## src/rtl/seq_alu_if.sv

```systemverilog
// Request/response bundle for seq_alu: valid/ready operand handshake plus
// the one-cycle out_valid result strobe.
interface seq_alu_if #(
   parameter int DATA_WIDTH = 8
);
   logic                  in_valid;
   logic                  in_ready;
   logic [DATA_WIDTH-1:0] A;
   logic [DATA_WIDTH-1:0] B;
   logic [2:0]            ctrl;
   logic                  out_valid;
   logic [DATA_WIDTH-1:0] result;
   logic                  overflow;

   modport master (
      output in_valid, A, B, ctrl,
      input  in_ready, out_valid, result, overflow
   );

   modport slave (
      input  in_valid, A, B, ctrl,
      output in_ready, out_valid, result, overflow
   );
endinterface

```

## src/rtl/seq_alu.sv

```systemverilog
// Multi-cycle picoMIPS ALU: pass, add, Q1.(W-1) shift-add multiply and MAC.
// Define SEQ_ALU_SAT_EN to clamp overflowing add/multiply/MAC results.
//
// state | meaning
// IDLE  | ready for a request
// MUL   | one shift-add step per cycle, W steps
// FIN   | register result/overflow, pulse out_valid
module seq_alu #(
   parameter int DATA_WIDTH = 8
) (
   input logic     clk,
   input logic     rst,
   seq_alu_if.slave bus
);
   localparam int W  = DATA_WIDTH;
   localparam int W2 = 2 * W;
   localparam int CW = $clog2(W);
   localparam logic [CW-1:0] LAST = CW'(W - 1);

   localparam logic [2:0] OP_ADD = 3'b010;
   localparam logic [2:0] OP_MUL = 3'b100;
   localparam logic [2:0] OP_MAC = 3'b110;
   localparam logic [2:0] OP_CLR = 3'b111;

   typedef enum logic [1:0] {IDLE, MUL, FIN} state_t;

   state_t          state_q, state_d;
   logic [W-1:0]    a_q, b_q, acc_q, acc_d, result_q;
   logic [2:0]      op_q;
   logic [W2-1:0]   prod_q, mcand_q;
   logic [W-1:0]    mplier_q;
   logic [CW-1:0]   cnt_q;
   logic            out_valid_q, overflow_q;
   logic            accept, is_mul;

   logic [W-1:0]    sum, frac, mac_sum, raw_res, res_d;
   logic            add_ovf, frac_ovf, mac_add_ovf, ovf_d;

   assign bus.in_ready  = (state_q == IDLE) && !rst;
   assign bus.out_valid = out_valid_q;
   assign bus.result    = result_q;
   assign bus.overflow  = overflow_q;

   assign accept = bus.in_valid && bus.in_ready;
   assign is_mul = (bus.ctrl == OP_MUL) || (bus.ctrl == OP_MAC);

   always_ff @(posedge clk) begin
      if (rst) state_q <= IDLE;
      else     state_q <= state_d;
   end

   always_comb begin
      state_d = state_q;
      case (state_q)
         IDLE:    if (accept) state_d = is_mul ? MUL : FIN;
         MUL:     if (cnt_q == LAST) state_d = FIN;
         FIN:     state_d = IDLE;
         default: state_d = IDLE;
      endcase
   end

   // Fractional slice of the 2W-bit product; top two bits differ only for min*min.
   assign frac     = prod_q[W2-2:W-1];
   assign frac_ovf = prod_q[W2-1] ^ prod_q[W2-2];

   assign sum         = a_q + b_q;
   assign add_ovf     = (a_q[W-1] == b_q[W-1]) && (sum[W-1] != a_q[W-1]);
   assign mac_sum     = acc_q + frac;
   assign mac_add_ovf = (acc_q[W-1] == frac[W-1]) && (mac_sum[W-1] != acc_q[W-1]);

   always_comb begin
      raw_res = b_q;
      ovf_d   = 1'b0;
      case (op_q)
         OP_ADD: begin raw_res = sum;     ovf_d = add_ovf;                end
         OP_MUL: begin raw_res = frac;    ovf_d = frac_ovf;               end
         OP_MAC: begin raw_res = mac_sum; ovf_d = frac_ovf | mac_add_ovf; end
         OP_CLR: begin raw_res = '0;      ovf_d = 1'b0;                   end
         default: ;
      endcase
   end

`ifdef SEQ_ALU_SAT_EN
   localparam logic [W-1:0] MAXV = {1'b0, {(W-1){1'b1}}};
   localparam logic [W-1:0] MINV = {1'b1, {(W-1){1'b0}}};
   logic sat_op, neg_d;

   // A sliced-product overflow is always +2^(W-1), so the true MAC sum is non-negative.
   always_comb begin
      sat_op = 1'b0;
      neg_d  = 1'b0;
      case (op_q)
         OP_ADD: begin sat_op = 1'b1; neg_d = a_q[W-1];                 end
         OP_MUL: begin sat_op = 1'b1; neg_d = prod_q[W2-1];             end
         OP_MAC: begin sat_op = 1'b1; neg_d = !frac_ovf && acc_q[W-1]; end
         default: ;
      endcase
      res_d = (sat_op && ovf_d) ? (neg_d ? MINV : MAXV) : raw_res;
   end
`else
   assign res_d = raw_res;
`endif

   always_comb begin
      acc_d = acc_q;
      if (op_q == OP_MAC) acc_d = res_d;
      if (op_q == OP_CLR) acc_d = '0;
   end

   always_ff @(posedge clk) begin
      if (rst) begin
         a_q         <= '0;
         b_q         <= '0;
         op_q        <= '0;
         acc_q       <= '0;
         prod_q      <= '0;
         mcand_q     <= '0;
         mplier_q    <= '0;
         cnt_q       <= '0;
         result_q    <= '0;
         overflow_q  <= 1'b0;
         out_valid_q <= 1'b0;
      end else begin
         out_valid_q <= 1'b0;
         if (accept) begin
            a_q      <= bus.A;
            b_q      <= bus.B;
            op_q     <= bus.ctrl;
            prod_q   <= '0;
            mcand_q  <= {{W{bus.A[W-1]}}, bus.A};
            mplier_q <= bus.B;
            cnt_q    <= '0;
         end
         if (state_q == MUL) begin
            // Multiplier sign bit carries weight -2^(W-1): subtract on the last step.
            if (mplier_q[0])
               prod_q <= (cnt_q == LAST) ? prod_q - mcand_q : prod_q + mcand_q;
            mcand_q  <= mcand_q << 1;
            mplier_q <= mplier_q >> 1;
            cnt_q    <= cnt_q + CW'(1);
         end
         if (state_q == FIN) begin
            result_q    <= res_d;
            overflow_q  <= ovf_d;
            out_valid_q <= 1'b1;
            acc_q       <= acc_d;
         end
      end
   end
endmodule
```

## src/flat_wrapper.sv

```systemverilog
// flat-port wrapper written by rule: the top's interface ports become plain ports
module seq_alu_flat 
#(
   parameter int DATA_WIDTH = 8
)
  (clk, rst, bus_in_valid, bus_A, bus_B, bus_ctrl, bus_in_ready, bus_out_valid, bus_result, bus_overflow);
  seq_alu_if #(.DATA_WIDTH(DATA_WIDTH)) bus_i ();
  input logic clk;
  input logic rst;
  input wire logic [$bits(bus_i.in_valid)-1:0] bus_in_valid;
  input wire logic [$bits(bus_i.A)-1:0] bus_A;
  input wire logic [$bits(bus_i.B)-1:0] bus_B;
  input wire logic [$bits(bus_i.ctrl)-1:0] bus_ctrl;
  output wire logic [$bits(bus_i.in_ready)-1:0] bus_in_ready;
  output wire logic [$bits(bus_i.out_valid)-1:0] bus_out_valid;
  output wire logic [$bits(bus_i.result)-1:0] bus_result;
  output wire logic [$bits(bus_i.overflow)-1:0] bus_overflow;
  assign bus_i.in_valid = bus_in_valid;
  assign bus_i.A = bus_A;
  assign bus_i.B = bus_B;
  assign bus_i.ctrl = bus_ctrl;
  assign bus_in_ready = bus_i.in_ready;
  assign bus_out_valid = bus_i.out_valid;
  assign bus_result = bus_i.result;
  assign bus_overflow = bus_i.overflow;
  seq_alu #(.DATA_WIDTH(DATA_WIDTH)) u_core (.clk(clk), .rst(rst), .bus(bus_i));
endmodule
```

## config.mk

```make
export PLATFORM = sky130hd
export DESIGN_NAME = seq_alu_flat
export DESIGN_NICKNAME = d
export VERILOG_FILES = /design/src/rtl/seq_alu_if.sv /design/src/rtl/seq_alu.sv /design/src/flat_wrapper.sv
export SDC_FILE = /design/constraint.sdc
export NUM_CORES = 1
export LEC_CHECK = 0
export CAP_MARGIN = 20
export CORE_ASPECT_RATIO = 2
export CORE_MARGIN = 5
export CORE_UTILIZATION = 47
export CTS_BUF_LIST = sky130_fd_sc_hd__clkbuf_4 sky130_fd_sc_hd__clkbuf_8
export DETAILED_ROUTE_END_ITERATION = 10
export PLACE_DENSITY_LB_ADDON = 0.12
export SYNTH_ARGS = -nofsm -noshare
export SYNTH_HDL_FRONTEND = slang
export SYNTH_SLANG_ARGS = --single-unit
```

## constraint.sdc

```tcl
create_clock -name clk -period 4.44 [get_ports clk]
set_clock_uncertainty 0.2 [all_clocks]
set_input_delay 0.888 -clock clk [delete_from_list [all_inputs] [get_ports clk]]
set_output_delay 0.888 -clock clk [all_outputs]
set_load 0.005 [all_outputs]
```

After elaboration in Yosys (flattened, before gate mapping)
Cells that the tools add are included.
Cells by class
  reduce and logical (&&, ||, !) cells: 12
  bitwise operators: 2
  muxes and demuxes: 19
  equality and inequality tests: 15
  add/subtract/negate cells: 5
Operators with widths (count)
  $mux W16: 6
  $pmux W8 S4: 1
  $eq A3 B3 Y1 const B: 6
  $add A16 B16 Y16: 1
  $add A8 B8 Y8: 2
  $mux W8: 2
  $sub A16 B16 Y16: 1
  $mux W7: 2
  $mux W2: 3
  $mux W3: 2
  $logic_and A1 B1 Y1: 4
  $ne A2 B1 Y1 const B: 2
  $pmux W2 S2: 1
  $reduce_and A2 Y1: 2
  $reduce_bool A2 Y1: 2
  $add A3 B1 Y3 const B: 1
  $eq A3 B2 Y1 const B: 1
  $pmux W1 S3: 1
  $eq A1 B1 Y1: 2
  $eq A2 B1 Y1 const B: 1
  $eq A2 B2 Y1 const B: 1
  $logic_not A2 Y1: 1
  $ne A1 B1 Y1: 2
  $reduce_or A2 Y1: 1
  5 further kinds: 5
Storage, ports and cells
  bits in registers: 82
  word-level logic and storage cells: 67

Depth between registers and ports, before layout
  depth in word-level cells: 6
  depth in mapped cells: 14

Worst setup path before layout
No wires, ideal clock.
  path kind: register to register
  start point: register u_core.cnt_q[0]
  end point: register u_core.prod_q[14]
  data arrival time: 2.814 ns
  setup time: 0.117 ns
  stages on the path, launching flop included: 13
  setup slack: 1.309 ns
  buffers on the path: 2
  path through: dfxtp_1 ha_1 ha_1 clkbuf_1 clkbuf_1 mux2i_1 fa_1 a21oi_1 o211ai_2 a211oi_1 a31oi_1 xor2_1 a22o_1
Between the ends
  cells in the longest elaborated chain, start to end: 4
RTL lines
  start, declared: RTL line seq_alu.sv:32  | logic [CW-1:0] cnt_q;
  start signal, assigned: RTL line seq_alu.sv:140  | cnt_q <= cnt_q + CW'(1);
  $eq A3 B3 Y1: RTL line seq_alu.sv:137  | prod_q <= (cnt_q == LAST) ? prod_q - mcand_q : prod_q + mcand_q;
  $mux W16: RTL line seq_alu.sv:137
  $mux W16: RTL line seq_alu.sv:136  | if (mplier_q[0])
  $mux W16: RTL line seq_alu.sv:134  | if (state_q == MUL) begin
  end signal, assigned: RTL line seq_alu.sv:137
  end, declared: RTL line seq_alu.sv:30  | logic [W2-1:0] prod_q, mcand_q;
Every way passes these cells.
A chain may end at the register's enable or synchronous reset.

Worst setup path after layout
Same ends and word-level chain as after synthesis.

==> summary.md <==
| Metric | Value |
|---|---|
| Synthesized area per cell | between 8 and 9 sq um |
| Max-capacitance violation count | 0 |
| Most numerous cell types in the synthesized netlist | 88 x nand2_1, 82 x dfxtp_1, 65 x nor2_1, 54 x a21oi_1, 32 x ha_1 |
| Deepest level of the CTS H-tree | 3 |
| Longest Clk Path Bufs | 2 |
| Std-Cell Core Area | 10,400 sq um |
| Post-synth top area cell | dfxtp_1 |
| Clk sink count | 82 |
| Max-slew violation total from the final report | 0 |
| Final Hold Viols | 0 |
| Cell Rows | 53 |
| Maximum vdd drop | 0.206 mV |
| Status | finished clean |
| Final routed wirelength across all metal layers | between 10,000 and 15,000 um |
| Maximum number of pins on one net before global-route repair | 55 |
| Met3 Use GR | under 10% |
| Clock network latency to the later pin of the worst-skew pair | between 300 and 400 ps |
| Number of synthesis warnings | 0 |
| Mean routed wirelength per cell | 17.6 um |
| Global-route wire length before repair | 21,900 um |
| Overall die height | 155 um |
| Kind of start point of the critical path | register |
| Vias per inst | 5.86 |
| Fraction of layout instances using a drive strength above 1 | between 5 and 6% |
| Type of the worst min-delay path | register to register |
| Clock-pin slew on the worst setup and hold paths | 90 ps |
| Setup violators final | 0 |
| Critical path endpoint category | register |
| Buffer cell driving the clock tree root | clkbuf_8 |
| Violation count after the first detailed-routing iteration | 263 |
| Worst-case setup margin in the final layout | 1110 ps |
| I/O pin count | 33 |
| F_max | 301 MHz |
| Vias after detailed routing | between 4,000 and 5,000 |
| Required time reported for the critical path endpoint | 4500 ps |
| Post-synthesis instance total | 608 |
| Yosys top cell area share | 33.3% |
| Number of instances resized during post-cts repair | 0 |
| Post-Place Worst Slack | approximately 1200 ps |
| Post-synthesis instance area | approximately 5000 sq um |
| Hold-fix buffers at CTS | 0 |
| Top cells by area in the synthesized netlist | dfxtp_1 33%, ha_1 8.1%, nand2_1 6.7% |
| Sequential share of the synthesized area | 33.3% |
| Vias in the first global route | 4,475 |
| Category of the critical setup timing path | register to register |
| Ratio of total power to cell area | 331 nW/um^2 |
| First-pass detailed-route iteration total | 4 |
| Relative slew margins | 36.3% |
| Number of design rule violations left after detail routing | 0 |
| DP Wirelength | between 10,000 and 15,000 um |
| GRT Total Usage | 22.4% |
| Post-synthesis async set-or-reset flop share | 0% |
| Post-route non-filler standard cell count | around 770 |
| Leading register cell type out of synthesis | dfxtp_1 |
| Antenna violations before repair | 0 |
| Number of register bits inferred by synthesis | between 80 and 90 |
| Leakage component of the power | 0.00224 uW |
| Most used standard cell by instance count after synthesis | nand2_1 |
| Number of buffers added on ports | 32 |
| Area overhead of the layout relative to synthesis | 13.1% |
| Final total negative setup slack | 0 ps |
| Routability-driven placement congestion ratio | 0.886 |
| Ratio of final minimum period to clock period | 74.9% |
| Syn nets | 665 |
| Core Util, Final | 53.6% |
| Number of antenna cells inserted | 0 |
| Postcts setup bufs | 0 |
| Number of distinct library cells after synthesis | 61 |
| Fraction of met1 tracks used by global routing | 24.3% |
| Post-route antenna net violation count | 0 |
| Global route hottest layer | met2 |
| CTS Buf Count | 9 |
| Unrepaired setup endpoints after global routing | false |
| Minimum clock period after layout | 3330 ps |
| Overflow left after global routing | 0 |
| Width of the die | about 80 um |
| DIE AREA | 12,800 sq um |
| Post-synth EDFFs | 0 |
| CP Max Fanout | 17 |
| Initial Utilization | 47.4% |
| Hold Slack | 258 ps |
| Slew at the pin closest to its max-slew limit | ~950 ps |
| Number of placed instances, taps included | 751 |
| Signal arrival time at the worst endpoint | around 3400 ps |
| GR Util met2 | about two fifths |
| Net total in the final layout | 682 |
| TritonCTS clock tree | built |
flip-flops by register name (all words and copies together), names as in the netlist:
signal / flops
u_core.a_q: 8
u_core.acc_q: 8
u_core.b_q: 8
u_core.bus.out_valid: 1
u_core.bus.overflow: 1
u_core.bus.result: 8
u_core.cnt_q: 3
u_core.mcand_q: 16
u_core.mplier_q: 8
u_core.op_q: 3
u_core.prod_q: 16
u_core.state_q: 2
power breakdown:
part	leakage, uW	internal (uW)	switching (uW)
logic	0.00146	184	229
registers	0.000666	761	40.2
clock network	0.000114	342	288
path summary, 6_finish.rpt:
kind                                            from  slack, ps  cells after the start                    to
worst max-delay path                 u_core.cnt_q[0]       1110                     10     u_core.prod_q[14]
worst min-delay path            u_core.bus.result[2]        260                      2  u_core.bus.result[2]
worst max register to register       u_core.cnt_q[0]       1110                     10     u_core.prod_q[14]
worst min register to register  u_core.bus.result[2]        260                      2  u_core.bus.result[2]
cells in the final DEF (no fill, tap or decap), types with 4 or more instances in the layout:
master and n:
o21ai_0 17, dfxtp_1 82, nand3b_1 6, and3_1 5
clkbuf_8 10, nor3_1 14, buf_4 4, a22oi_1 6
mux2i_1 7, and2_1 5, o21bai_1 4, xor2_1 10
a21oi_1 54, inv_1 10, o22a_1 4, xnor2_1 24
nand2_1 88, nor2b_1 4, nand3_1 17, nand2b_1 8
ha_1 32, a22o_1 8, o21a_1 5, a41oi_1 4
clkdlybuf4s50_1 31, a21o_1 8, a31oi_1 21, a211oi_1 8
a221oi_1 11, nor2_1 65
critical path: stages, from the launching register on:
cell,delay (ps)
dfxtp_1,370
ha_1,160
ha_1,510
mux2i_1,230
fa_1,470
a21oi_1,240
o211ai_2,180
a211oi_1,310
a31oi_1,160
xor2_1,160
a22o_1,230
logic make-up after synthesis:
family                   synth area share [%]
AO/OA/AOI/OAI                            22.7
XOR/XNOR                                 6.04
adder cells (fa/ha/maj)                  9.34
buffers and inverters                    3.43
flip-flops                               33.3
multiplexers                             1.65
AND/OR/NAND/NOR                          23.5
routing by layer:
metal	share of wire [%]	up-vias	wire (um)
li1	-	2227	-
met1	38	2123	5150
met2	52	95	7050
met3	2.8	50	374
met4	6.8	0	914
met5	0	-	0
final cells by class:
cell class                 instances  area (sq um)
fill                            1054          4840
multi-input combinational        485          3120
sequential                        82          1640
timing repair buffer              37           373
tap                              137           171
clock buffer                      11           145
clock inverter                     5          85.1
inverter                          10          37.5
stage by stage:
step / power [uW] / instance area [sq um]
global route: 1920 / 5580
global placement: 1220 / 5320
CTS: 1850 / 5580
floorplan: 1110 / 4930
detailed placement: 1230 / 5350
finish: 1840 / 5580
Power figures use the tool's default switching activity.
